<file path="src/rtl/arith_pkg.sv">
// Shared types and constants for the serial add/subtract datapath.
package arith_pkg;

  typedef enum logic [1:0] {
    IDLE = 2'd0,
    RUN  = 2'd1,
    DONE = 2'd2
  } state_t;

  localparam logic MODE_SUB = 1'b0;
  localparam logic MODE_ADD = 1'b1;

endpackage

</file>
<file path="src/rtl/addsub_slice.sv">
// Combinational DIGIT-bit ripple slice: full adder chain for add, restador
// borrow chain for subtract.
module addsub_slice
  import arith_pkg::*;
#(
  parameter int DIGIT = 1
) (
  input  logic [DIGIT-1:0] a,
  input  logic [DIGIT-1:0] b,
  input  logic             cin,
  input  logic             mode,
  output logic [DIGIT-1:0] s,
  output logic             cout
);

  logic [DIGIT:0] w_c;

  // Sum bit is identical for both modes; only the carry/borrow generate differs.
  always_comb begin
    s      = '0;
    w_c    = '0;
    w_c[0] = cin;
    for (int i = 0; i < DIGIT; i++) begin
      s[i] = a[i] ^ b[i] ^ w_c[i];
      if (mode == MODE_ADD)
        w_c[i+1] = (a[i] & b[i]) | (a[i] & w_c[i]) | (b[i] & w_c[i]);
      else
        w_c[i+1] = (~a[i] & b[i]) | (~a[i] & w_c[i]) | (b[i] & w_c[i]);
    end
  end

  assign cout = w_c[DIGIT];

endmodule

</file>
<file path="src/rtl/serial_addsub.sv">
// Sequential WIDTH-bit adder/subtractor processing DIGIT bits per clock
// through a single reusable ripple slice, with valid/ready on both sides.
module serial_addsub
  import arith_pkg::*;
#(
  parameter int WIDTH = 8,
  parameter int DIGIT = 1
) (
  input  logic             clk,
  input  logic             rst,
  input  logic             in_valid,
  output logic             in_ready,
  input  logic [WIDTH-1:0] A,
  input  logic [WIDTH-1:0] B,
  input  logic             mode,
  output logic             out_valid,
  input  logic             out_ready,
  output logic [WIDTH-1:0] S,
  output logic             Cout,
  output logic             ovf,
  output logic             zero
);

  localparam int N  = (DIGIT > 0) ? (WIDTH / DIGIT) : 1;
  localparam int CW = (N > 1) ? $clog2(N) : 1;
  localparam logic [CW-1:0] LAST_CNT = CW'(N - 1);

  if ((WIDTH < 2) || (DIGIT < 1) || ((WIDTH % DIGIT) != 0)) begin : g_paramCheck
    $error("serial_addsub: WIDTH must be >= 2 and divisible by DIGIT");
  end

  state_t           r_state;
  logic [CW-1:0]    r_cnt;
  logic [WIDTH-1:0] r_a;
  logic [WIDTH-1:0] r_b;
  logic             r_mode;
  logic             r_aMsb;
  logic             r_bMsb;
  logic             r_carry;
  logic [WIDTH-1:0] r_s;
  logic             r_cout;
  logic             r_ovf;
  logic             r_zero;
  logic             r_outValid;
  logic             r_inReady;

  logic [DIGIT-1:0] w_s;
  logic             w_cout;
  logic [WIDTH-1:0] w_sNext;
  logic             w_sMsb;
  logic             w_ovf;

  addsub_slice #(.DIGIT(DIGIT)) u_slice (
    .a    (r_a[DIGIT-1:0]),
    .b    (r_b[DIGIT-1:0]),
    .cin  (r_carry),
    .mode (r_mode),
    .s    (w_s),
    .cout (w_cout)
  );

  // New digits enter at the top so the LSB digit ends up at bit 0 after N steps.
  if (N == 1) begin : g_sSingle
    assign w_sNext = w_s;
  end else begin : g_sShift
    assign w_sNext = {w_s, r_s[WIDTH-1:DIGIT]};
  end

  assign w_sMsb = w_s[DIGIT-1];
  assign w_ovf  = (r_mode == MODE_ADD) ? ((r_aMsb == r_bMsb) && (w_sMsb != r_aMsb))
                                       : ((r_aMsb != r_bMsb) && (w_sMsb != r_aMsb));

  always_ff @(posedge clk) begin
    if (rst) begin
      r_state    <= IDLE;
      r_cnt      <= '0;
      r_a        <= '0;
      r_b        <= '0;
      r_mode     <= MODE_SUB;
      r_aMsb     <= 1'b0;
      r_bMsb     <= 1'b0;
      r_carry    <= 1'b0;
      r_s        <= '0;
      r_cout     <= 1'b0;
      r_ovf      <= 1'b0;
      r_zero     <= 1'b0;
      r_outValid <= 1'b0;
      r_inReady  <= 1'b1;
    end else begin
      case (r_state)
        IDLE: begin
          if (in_valid) begin
            r_a       <= A;
            r_b       <= B;
            r_mode    <= mode;
            r_aMsb    <= A[WIDTH-1];
            r_bMsb    <= B[WIDTH-1];
            r_cnt     <= '0;
            r_carry   <= 1'b0;
            r_inReady <= 1'b0;
            r_state   <= RUN;
          end
        end
        RUN: begin
          r_a     <= r_a >> DIGIT;
          r_b     <= r_b >> DIGIT;
          r_carry <= w_cout;
          r_cout  <= w_cout;
          r_s     <= w_sNext;
          r_cnt   <= r_cnt + CW'(1);
          if (r_cnt == LAST_CNT) begin
            r_ovf      <= w_ovf;
            r_zero     <= (w_sNext == '0);
            r_outValid <= 1'b1;
            r_state    <= DONE;
          end
        end
        DONE: begin
          if (out_ready) begin
            r_outValid <= 1'b0;
            r_inReady  <= 1'b1;
            r_state    <= IDLE;
          end
        end
        default: begin
          r_state   <= IDLE;
          r_inReady <= 1'b1;
        end
      endcase
    end
  end

  assign in_ready  = r_inReady;
  assign out_valid = r_outValid;
  assign S         = r_s;
  assign Cout      = r_cout;
  assign ovf       = r_ovf;
  assign zero      = r_zero;

endmodule

</file>
<file path="config.mk">
export PLATFORM = sky130hd
export DESIGN_NAME = serial_addsub
export DESIGN_NICKNAME = d
export VERILOG_FILES = /design/src/rtl/arith_pkg.sv /design/src/rtl/addsub_slice.sv /design/src/rtl/serial_addsub.sv
export SDC_FILE = /design/constraint.sdc
export NUM_CORES = 1
export LEC_CHECK = 0
export CORE_UTILIZATION = 40
export DETAILED_ROUTE_END_ITERATION = 16
export GPL_TIMING_DRIVEN = 0
export SYNTH_ARGS = -nofsm -noshare
export SYNTH_HDL_FRONTEND = slang
export SYNTH_SLANG_ARGS = --single-unit
</file>
<file path="constraint.sdc">
create_clock -name clk -period 1.9 [get_ports clk]
set_clock_uncertainty 0.2 [all_clocks]
set_input_delay 0.38 -clock clk [delete_from_list [all_inputs] [get_ports clk]]
set_output_delay 0.38 -clock clk [all_outputs]
set_load 0.05 [all_outputs]
</file>
==> summary.md <==
| Metric | Value |
|---|---|
| Outcome | completed |
| ANT nets after route | 0 |
| Longest Clk Path Bufs | 2 |
| Routed WL | between 3000 and 4000 um |
| Most Used Layer, Global Route | met2 |
| Worst path max stage delay | about 0.55 ns |
| Root Buffer | clkbuf_8 |
| Largest cells by area after synthesis | dfxtp_1, a311oi_2, nand2_1, nor2_2, a21oi_1 |
| Fmax | approximately 560 MHz |
| GRT met2 Usage | 0.259 |
| Worst-Margin Slew | 0.714 ns |
| Fraction of layout cells with a size suffix above 1 | 0.218 |
| Detailed placement HPWL | about 2900 um |
| CTS tree | yes |
| # resized after CTS | 13 |
| Row Count | 24 |
| Num CTS Buffers | 5 |
| Avg Cell Area, Syn | between 9 and 10 um2 |
| Max-slew violations | 0 |
| Largest net degree at the start of global routing | 12 |
| YS warnings | 0 |
| EDFF count, synth | 0 |
| Met3 usage | 0.0404 |
| First-pass GRT wire length | around 6500 um |
| Vias per cell | just over 5 |
| Core Region | ~4400 um2 |
| Worst min-delay path class | register to register |
| Final Wtd Congestion | 0.725 |
| Die Wd | between 60 and 70 um |
| Reg2reg start | r_a[0]$_SDFFE_PP0P_ |
| Setup violators final | 0 |
| Main flop type after synthesis | dfxtp_1 |
| Die ar. | ~5000 um2 |
| Post-CTS Hold Fix Bufs | 0 |
| Non-Filler Instances | around 290 |
| Post-CTS Setup Inserts | 0 |
| Synth unique cells | 40 |
| Avg WL per Cell | 13.6 um |
| Hold wc startpoint | zero$_SDFFE_PP0P_ |
| Critical path class | register to output pin |
| Area share of the largest cell type after synthesis | 0.411 |
| Final Cell Area | around 2300 um2 |
| Clk sinks | 38 |
| Area growth syn-to-layout | 26.3% |
| Crit path from | S[5]$_SDFFE_PP0P_ |
| RSZ-0062 raised after global routing | false |
| Most numerous cell in the Yosys netlist | nand2_1 |
| H-Tree Level Count | 2 |
| DRC | 0 |
| Crit-path leading delay family | buffers and inverters |
| Met1 global-route usage | 0.234 |
| Startpoint types | register |
| Vias | ~1,500 |
| # fillers | ~400 |
| CP Max Fanout | 4 |
| Initial antenna violation count | 0 |
| CP Cell Sequence | dlygate4sd2_1 |
| Pwr Density | slightly below 800 nW/um2 |
| Relative slew slack | 0.524 |
| Drt pass-1 iters | 4 |
| I/O Pins | 34 |
| Pleak | roughly 0.9 nW |
| Sequential fraction of the synthesis area | 0.411 |
| CTS clk-pin slew, worst paths | 0.07 ns |
| Placed inst area | 2240 um2 |
| CP Capture Type | output pin |
| Initial Utilization | 0.422 |
| Die Y-Extent | around 70 um |
| Post-Syn Area | between 1500 and 2000 um2 |
| Period Utilization, post-route | 0.940 |
| Fraction of registers with async set/reset | 0 |
| Commonest cells in the synthesized netlist | nand2_1, dfxtp_1, a311oi_2, nor2_2 |
| Synthesized flop and latch total | 38 |
| Yosys top cell by area | dfxtp_1 |
| Nets | ~260 |
| Placed cell count | between 200 and 300 |
| CP required | about 1.3 ns |
| Worst VDD drop | 0.000443 V |
| GR Overflow Total | 0 |
| Syn_nets | approximately 220 |
| Ant diodes | 0 |
| IO buf count | 33 |
| Post-Syn Instances | ~190 |
| Post-route minimum period | 1.79 ns |
| Fin. Hold Viols | 0 |
| Starting DRT DRC Count | 67 |
| Fin util | 0.533 |
| Worst path bufs/invs | 1 |
| Worst-skew pair later-pin latency | 0.28 ns |
| Arr. time, crit path | 1.21 ns |
| GRT Resource Usage Total | 0.166 |
| CP max stage cell | dlygate4sd2_1 |
| Vias in the first global route | between 1,000 and 1,500 |
| Max-Cap Viols | 0 |
-- logic make-up after synthesis --
| group | share of synthesized area |
|---|---|
| mux | 0.0277 |
| fa+ha+maj | 0.0271 |
| xor+xnor | 0.00947 |
| simple gates | 0.230 |
| flops | 0.411 |
| buf+inv | 0.0771 |
| compound gates | 0.217 |
-- tightest hold or removal path: cells and delay by family, from the launching register on --
kind,cells,cell delay [ns]
flops,1,0.31
compound gates,1,0.05
simple gates,1,0.05
-- metrics by stage --
step / power [mW] / setup TNS, ns / hold WS, ns / worst slack, ns
2_1_floorplan: 1.11 / 0 / 0.244 / 0.353
3_3_place_gp: 1.20 / -1.68 / 0.243 / -0.100
3_5_place_dp: 1.21 / -2.05 / 0.254 / -0.134
4_1_cts: 1.87 / 0 / 0.262 / 0.0980
5_1_grt: 1.94 / 0 / 0.280 / 0.0568
6_report: 1.85 / 0 / 0.263 / 0.114
-- path summary, 6_finish.rpt --
check	endpoint	slack, ns	cells after the start
max reg2reg	ovf$_SDFFE_PP0P_	0.20	5
min reg2reg	zero$_SDFFE_PP0P_	0.26	2
max	S[5]	0.11	1
min	zero$_SDFFE_PP0P_	0.26	2
-- where the power goes --
part	leakage [nW]	switching [mW]	internal (mW)	total (mW)
clock	0.0524	0.269	0.393	0.662
combinational	0.550	0.166	0.149	0.315
sequential	0.312	0.0338	0.840	0.874
total	0.914	0.469	1.38	1.85
-- area by class of cell --
class | count | area, um2 | area share
timing repair buffer | 33 | 314 | 0.135
buffer | 14 | 131 | 0.0563
sequential | 38 | 761 | 0.326
inverter | 3 | 11.3 | 0.00482
clock buffer | 7 | 76.3 | 0.0327
clock inverter | 1 | 30.0 | 0.0129
tap | 52 | 65.1 | 0.0279
multi-input combinational | 138 | 946 | 0.405
-- per-layer routing --
| metal | up-vias | wire length [um] |
|---|---|---|
| met5 | - | 0 |
| met4 | 0 | 34 |
| met3 | 4 | 187 |
| met2 | 32 | 1760 |
| met1 | 682 | 1900 |
| li1 | 750 | - |
-- sequential cells by signal (all words and copies together), names as in the netlist, 2 cells and up --
name and count:
S 8, r_a 8, r_b 8, r_cnt 3, r_state 2
-- layout by cell type, fill, tap and decap left out, types with 2 or more instances in the layout --
cell type / instances
nand2_1: 45
dfxtp_1: 38
clkdlybuf4s50_1: 20
nor2_2: 14
a311oi_2: 14
dlygate4sd2_1: 13
a21oi_1: 12
nor2_1: 12
clkbuf_8: 5
buf_6: 4
buf_4: 4
clkbuf_1: 4
a22oi_1: 4
mux2i_1: 4
nor3_1: 4
ha_1: 4
inv_1: 3
buf_12: 2
o21bai_1: 2
nand2b_1: 2
No activity file was read; power rests on OpenSTA's default activity.
